### config.mk
export PLATFORM = sky130hd
export DESIGN_NAME = series_controller
export DESIGN_NICKNAME = d
export VERILOG_FILES = /design/src/rtl/series_ctrl_pkg.sv /design/src/rtl/result_fifo.sv /design/src/rtl/series_controller.sv
export SDC_FILE = /design/constraint.sdc
export NUM_CORES = 1
export LEC_CHECK = 0
export BUFFER_PORTS_ARGS = -buffer_cell sky130_fd_sc_hd__buf_2
export CAP_MARGIN = 10
export CORE_MARGIN = 1.5
export CORE_UTILIZATION = 39
export CTS_CLUSTER_SIZE = 25
export DETAILED_ROUTE_END_ITERATION = 10
export GPL_ROUTABILITY_DRIVEN = 0
export GPL_TIMING_DRIVEN = 0
export HOLD_SLACK_MARGIN = 0.12
export PLACE_DENSITY_LB_ADDON = 0.05
export SYNTH_ARGS = -nofsm -noshare
export SYNTH_HDL_FRONTEND = slang
export SYNTH_SLANG_ARGS = --single-unit
### constraint.sdc
create_clock -name clk -period 6.1 [get_ports clk]
set_input_delay 0.305 -clock clk [delete_from_list [all_inputs] [get_ports clk]]
set_output_delay 0.305 -clock clk [all_outputs]
set_load 0.01 [all_outputs]
### src/rtl/series_ctrl_pkg.sv
// ============================================================================
// Module   : series_ctrl_pkg
// Brief    : Shared state encoding and widths for the series pipeline sequencer.
// Revision : 1.0
// ============================================================================
`default_nettype none

package series_ctrl_pkg;

  typedef enum logic [1:0] {
    IDLE  = 2'd0,
    RUN   = 2'd1,
    DRAIN = 2'd2,
    FLUSH = 2'd3
  } state_t;

  localparam int X_W   = 8;
  localparam int N_W   = 3;
  localparam int RES_W = 32;
  localparam int ENT_W = RES_W + 1;

endpackage

`default_nettype wire

### src/rtl/result_fifo.sv
// ============================================================================
// Module   : result_fifo
// Brief    : Synchronous circular FIFO; head entry is read straight from storage.
// Revision : 1.0
// ============================================================================
`default_nettype none

module result_fifo #(
  parameter  int DEPTH = 4,
  parameter  int WIDTH = 33,
  localparam int CW    = $clog2(DEPTH + 1)
) (
  input  logic             clk,
  input  logic             rst,
  input  logic             clear,
  input  logic             push,
  input  logic             pop,
  input  logic [WIDTH-1:0] din,
  output logic [WIDTH-1:0] dout,
  output logic [CW-1:0]    count,
  output logic             empty,
  output logic             full
);

  localparam int AW = (DEPTH > 1) ? $clog2(DEPTH) : 1;
  localparam logic [AW-1:0] C_LAST = AW'(DEPTH - 1);

  logic [WIDTH-1:0] r_mem [DEPTH];
  logic [AW-1:0]    r_wr;
  logic [AW-1:0]    r_rd;
  logic [CW-1:0]    r_count;
  logic             w_push;
  logic             w_pop;

  function automatic logic [AW-1:0] f_next(input logic [AW-1:0] p);
    return (p == C_LAST) ? '0 : p + AW'(1);
  endfunction

  assign empty  = (r_count == '0);
  assign full   = (r_count == CW'(DEPTH));
  assign count  = r_count;
  assign w_pop  = pop & ~empty;
  // A full FIFO still takes a push when the head leaves in the same cycle.
  assign w_push = push & (~full | w_pop);
  assign dout   = empty ? '0 : r_mem[r_rd];

  always_ff @(posedge clk or negedge rst) begin
    if (!rst) begin
      r_wr    <= '0;
      r_rd    <= '0;
      r_count <= '0;
    end else if (clear) begin
      r_wr    <= '0;
      r_rd    <= '0;
      r_count <= '0;
    end else begin
      if (w_push) r_wr <= f_next(r_wr);
      if (w_pop)  r_rd <= f_next(r_rd);
      r_count <= r_count + CW'(w_push) - CW'(w_pop);
    end
  end

  always_ff @(posedge clk) begin
    if (w_push) r_mem[r_wr] <= din;
  end

endmodule

`default_nettype wire

### src/rtl/series_controller.sv
// ============================================================================
// Module   : series_controller
// Brief    : Job injection, result capture and watchdog for the series pipeline.
// Revision : 1.0
// ============================================================================
`default_nettype none

module series_controller
  import series_ctrl_pkg::*;
#(
  parameter int DEPTH   = 4,
  parameter int TIMEOUT = 64
) (
  input  logic             clk,
  input  logic             rst,
  input  logic             in_valid,
  output logic             in_ready,
  input  logic [X_W-1:0]   in_x,
  input  logic [N_W-1:0]   in_n,
  output logic             out_valid,
  input  logic             out_ready,
  output logic [RES_W-1:0] out_result,
  output logic             out_ov,
  input  logic             flush_req,
  input  logic             drain_req,
  output logic             busy,
  output logic             timeout_err,
  output logic             dp_load,
  output logic             dp_inuse,
  output logic             dp_flush,
  output logic [X_W-1:0]   dp_x,
  output logic [N_W-1:0]   dp_n,
  input  logic             dp_ready,
  input  logic             dp_valid,
  input  logic             dp_ov,
  input  logic [RES_W-1:0] dp_result
);

  localparam int CW = $clog2(DEPTH + 1);
  localparam int WW = $clog2(TIMEOUT);
  localparam logic [CW:0]   C_DEPTH   = (CW + 1)'(DEPTH);
  localparam logic [WW-1:0] C_WD_LAST = WW'(TIMEOUT - 1);

  state_t        r_state;
  state_t        w_next;
  logic [CW-1:0] r_outstanding;
  logic [CW-1:0] w_fifo_count;
  logic [WW-1:0] r_wd;
  logic [WW-1:0] w_wd_next;
  logic          r_timeout_err;
  logic          w_fifo_empty;
  logic          w_fifo_full;
  logic          w_issue;
  logic          w_accept;
  logic          w_pop;
  logic          w_wd_run;
  logic          w_expire;
  logic          w_flushing;
  logic          w_space;
  logic [ENT_W-1:0] w_head;

  assign w_flushing = (r_state == FLUSH);
  // Result space is reserved at issue, so completions can never overflow the FIFO.
  assign w_space    = ({1'b0, r_outstanding} + {1'b0, w_fifo_count}) < C_DEPTH;
  assign w_accept   = dp_valid & (r_outstanding != '0) & ~w_flushing;
  assign w_wd_run   = (r_outstanding != '0) & ~dp_valid;
  assign w_wd_next  = w_wd_run ? r_wd + WW'(1) : '0;
  assign w_expire   = w_wd_run & (w_wd_next == C_WD_LAST)
                    & ((r_state == RUN) | (r_state == DRAIN));

  always_comb begin
    w_next   = r_state;
    in_ready = 1'b0;
    w_issue  = 1'b0;
    dp_inuse = 1'b0;
    dp_x     = '0;
    dp_n     = '0;
    dp_flush = w_flushing;
    dp_load  = rst;
    case (r_state)
      IDLE:    w_next = RUN;
      RUN: begin
        in_ready = dp_ready & ~dp_flush & w_space & ~w_fifo_full;
        if (drain_req) w_next = DRAIN;
      end
      DRAIN:   if (r_outstanding == '0) w_next = RUN;
      FLUSH:   w_next = RUN;
      default: w_next = IDLE;
    endcase
    w_issue = in_valid & in_ready;
    if (w_issue) begin
      dp_inuse = 1'b1;
      dp_x     = in_x;
      dp_n     = in_n;
    end
    if (flush_req | w_expire) w_next = FLUSH;
  end

  always_ff @(posedge clk or negedge rst) begin
    if (!rst) begin
      r_state       <= IDLE;
      r_outstanding <= '0;
      r_wd          <= '0;
      r_timeout_err <= 1'b0;
    end else begin
      r_state <= w_next;
      if (w_flushing) begin
        r_outstanding <= '0;
        r_wd          <= '0;
      end else begin
        r_outstanding <= r_outstanding + CW'(w_issue) - CW'(w_accept);
        r_wd          <= w_wd_next;
      end
      if (w_expire)       r_timeout_err <= 1'b1;
      else if (flush_req) r_timeout_err <= 1'b0;
    end
  end

  assign w_pop = out_valid & out_ready;

  result_fifo #(
    .DEPTH (DEPTH),
    .WIDTH (ENT_W)
  ) u_fifo (
    .clk   (clk),
    .rst   (rst),
    .clear (w_flushing),
    .push  (w_accept),
    .pop   (w_pop),
    .din   ({dp_result, dp_ov}),
    .dout  (w_head),
    .count (w_fifo_count),
    .empty (w_fifo_empty),
    .full  (w_fifo_full)
  );

  assign {out_result, out_ov} = w_head;
  assign out_valid   = ~w_fifo_empty;
  assign busy        = (r_outstanding != '0) | out_valid;
  assign timeout_err = r_timeout_err;

endmodule

`default_nettype wire

==> metrics.md <==
| Metric | Value |
|---|---|
| FP Rows | 46 |
| Critical Path, Cell by Cell | nor3_1 > clkbuf_1 > and2b_1 > buf_2 |
| Critical path's slowest cell | nor3_1 |
| Die Width | 130 µm |
| Post-route DRC | 0 |
| CTS tree | done |
| Synth cell count leaders | edfxtp_1, mux4_2, nor2b_1, inv_1, dfrtp_1 |
| Filler cells | 1433 |
| Core area | around 0.016 mm² |
| Gate count after technology mapping | 355 |
| CTS Hold Buffers Added | 34 |
| Post-route non-filler standard cell count | about 740 |
| Vias per cell | 4.77 |
| Final TNS setup | 0 ns |
| Synthesized area per cell | ~18 µm² |
| Worst setup EP type | output pin |
| Layout cells sized above 1 | a little over a third |
| Final setup fails | 0 |
| Area contributors post-synth | edfxtp_1, mux4_2, dfrtp_1 |
| Critical Path Max Stage Delay | roughly 0.96 ns |
| Outcome | completed |
| Inst Count DP | roughly 680 |
| Top-count cell post-synth | edfxtp_1 |
| Tcrit/Tclk final | 49.4% |
| Post-CTS sizing | 0 |
| Die Y | between 100 and 150 µm |
| Maximum clock frequency | 332 MHz |
| Post-CTS Setup Repair Bufs | 0 |
| Hold crit path type | in2reg |
| WL/cell | ~17 µm |
| Clock Root Buffer | clkbuf_16 |
| Critical Path Fanout Max | 10 |
| Top cell type's share of synthesized area | 62.7% |
| Count of cell types in the netlist | 38 |
| Max transition margin | a little over a fifth |
| Fin. Hold Viols | 0 |
| Routed WL | 12.3 mm |
| First-pass GRT wire length | around 19 mm |
| Max cap viols | 0 |
| Drt first pass iters | 4 |
| Ant diodes | 0 |
| Clk pin slew, worst setup/hold paths | roughly 0.060 ns |
| RSZ-0062 raised after global routing | no |
| Setup CP Type | reg2out |
| FF+latch area | ~0.0044 mm² |
| Later-pin clock latency in the skew report | roughly 0.42 ns |
| Synth Register Bits | approximately 150 |
| Largest net degree at the start of global routing | 22 |
| Crit start category | flip-flop |
| Post-synth EDFFs | between 100 and 150 |
| Syn nets | ~430 |
| Vias in the first global route | 3627 |
| Setup Skew | approximately 0.010 ns |
| GRT Util Overall | between 15 and 20% |
| Tmin final | 3.01 ns |
| Sequential fraction of the synthesis area | a little over two thirds |
| Clock sinks | 151 |
| WHS | 0.132 ns |
| GRT Residual Overflow | 0 |
| Leakage Power | approximately 3.1 nW |
| Via count | around 3.5k |
| Fin nets | 584 |
| IO Count | roughly 100 |
| Post-synth top area cell | edfxtp_1 |
| Slew of the pin with the lowest slew margin | around 1.2 ns |
| Initial antenna violation count | 0 |
| Final Max Slew Viols | 0 |
| CTS HTree Levels | 4 |
| WP data required | slightly below 6 ns |
| Maximum VDD drop | roughly 0.00019 V |
| Syn. warnings | 0 |
| Clock buffer depth | 2 |
| Area Growth Syn to Fin | 28.7% |
| Area of the multi-input gates | between 0.0015 and 0.002 mm² |
| FFs w/ async S/R, synth | between 10% and 20% |
| Initial Utilization | approximately two fifths |
| Total design power | 3.05 mW |
| Worst Path Arrival | between 2 and 3 ns |
| Port bufs | roughly 100 |
| Power per cell area | ~380 mW/mm² |
| Routed Antenna Nets | 0 |
| CTS buffer count | 17 |
| Die Footprint | around 0.017 mm² |
| Mapped Area | approximately 0.0063 mm² |
| Drt initial violations | around 140 |
| Primary FF master, synth | edfxtp_1 |
| Post-DP HPWL | just under 8 mm |
## cells in the final DEF, fill, tap and decap left out, types with 4 or more instances in the layout
| master | Yosys | layout |
|---|---|---|
| dlygate4sd3_1 | 0 | 34 |
| and2_2 | 0 | 4 |
| clkbuf_16 | 0 | 17 |
| clkbuf_1 | 8 | 10 |
| nor2_1 | 14 | 14 |
| xnor2_1 | 4 | 4 |
| buf_4 | 4 | 4 |
| and2b_1 | 6 | 6 |
| mux4_2 | 33 | 33 |
| dfrtp_1 | 19 | 19 |
| nor3_1 | 12 | 12 |
| buf_2 | 4 | 106 |
| nor2b_1 | 31 | 31 |
| edfxtp_1 | 132 | 132 |
| inv_1 | 27 | 27 |
| ha_1 | 16 | 16 |
| nand3_1 | 4 | 4 |
| or3_1 | 4 | 4 |
## area by class of cell
| cell class | instances | area share, % |
|---|---|---|
| multi-input combinational | 161 | 21.0 |
| buffer | 16 | 0.984 |
| clock buffer | 19 | 5.32 |
| tap | 216 | 3.32 |
| timing repair buffer | 140 | 11.7 |
| clock inverter | 12 | 1.85 |
| sequential | 151 | 54.6 |
| inverter | 27 | 1.25 |
## stage by stage
stage / instance area [µm²] / util [%] / worst slack, ns
3_5_place_dp: 7210 / 45.4 / 3.18
6_report: 8130 / 51.2 / 3.09
5_1_grt: 8130 / 51.2 / 2.88
2_1_floorplan: 6320 / - / 3.46
3_3_place_gp: 7100 / 44.7 / 2.82
4_1_cts: 8130 / 51.2 / 3.00
## kinds of logic (layout without fill, tap and decap cells)
group	Yosys count	count (layout)	synth area share (%)
simple gates	90	90	8.81
compound gates	10	10	1.07
flops	151	151	70.2
fa+ha+maj	18	18	3.80
mux	36	36	12.3
buf+inv	43	214	2.87
xor+xnor	7	7	0.970
## per-layer routing
layer	routed length [µm]	share of wire [%]	vias up	global-route usage [%]
li1	-	-	1665	-
met1	5150	42	1777	18.4
met2	6410	52	87	26.7
met3	615	5.0	8	4.88
met4	85	0.69	0	4.90
met5	0	0	-	0
## report_power, final
part | leakage, nW | switching [mW] | total, mW | internal, mW
Sequential | 1.44 | 0.0362 | 1.21 | 1.18
Combinational | 1.39 | 0.414 | 0.799 | 0.385
Clock | 0.283 | 0.397 | 1.04 | 0.641
## critical path, delay by kind of cell (launching register included)
kind	cells	cell delay, ns
and+or+nand+nor	2	1.20
buffers and inverters	2	0.64
DFF	1	0.45
## final timing paths
check,start,to,slack [ns],cells past startpoint
setup / recovery,u_fifo.count[2],out_result[3],3.09,4
hold / removal,flush_req,r_state[1],0.13,3
setup reg to reg,r_state[0],r_outstanding[2],3.22,11
hold reg to reg,timeout_err,timeout_err,0.48,1
max in group asynchronous,rst,r_state[1],5.41,2
min in group asynchronous,rst,u_fifo.r_rd[0],0.37,2
## registers in the layout, summed over array words and instances, names as in the netlist
register / count
r_outstanding: 3
r_state: 2
r_wd: 6
timeout_err: 1
u_fifo.count: 3
u_fifo.r_mem: 132
u_fifo.r_rd: 2
u_fifo.r_wr: 2
Power figures use the tool's default switching activity.
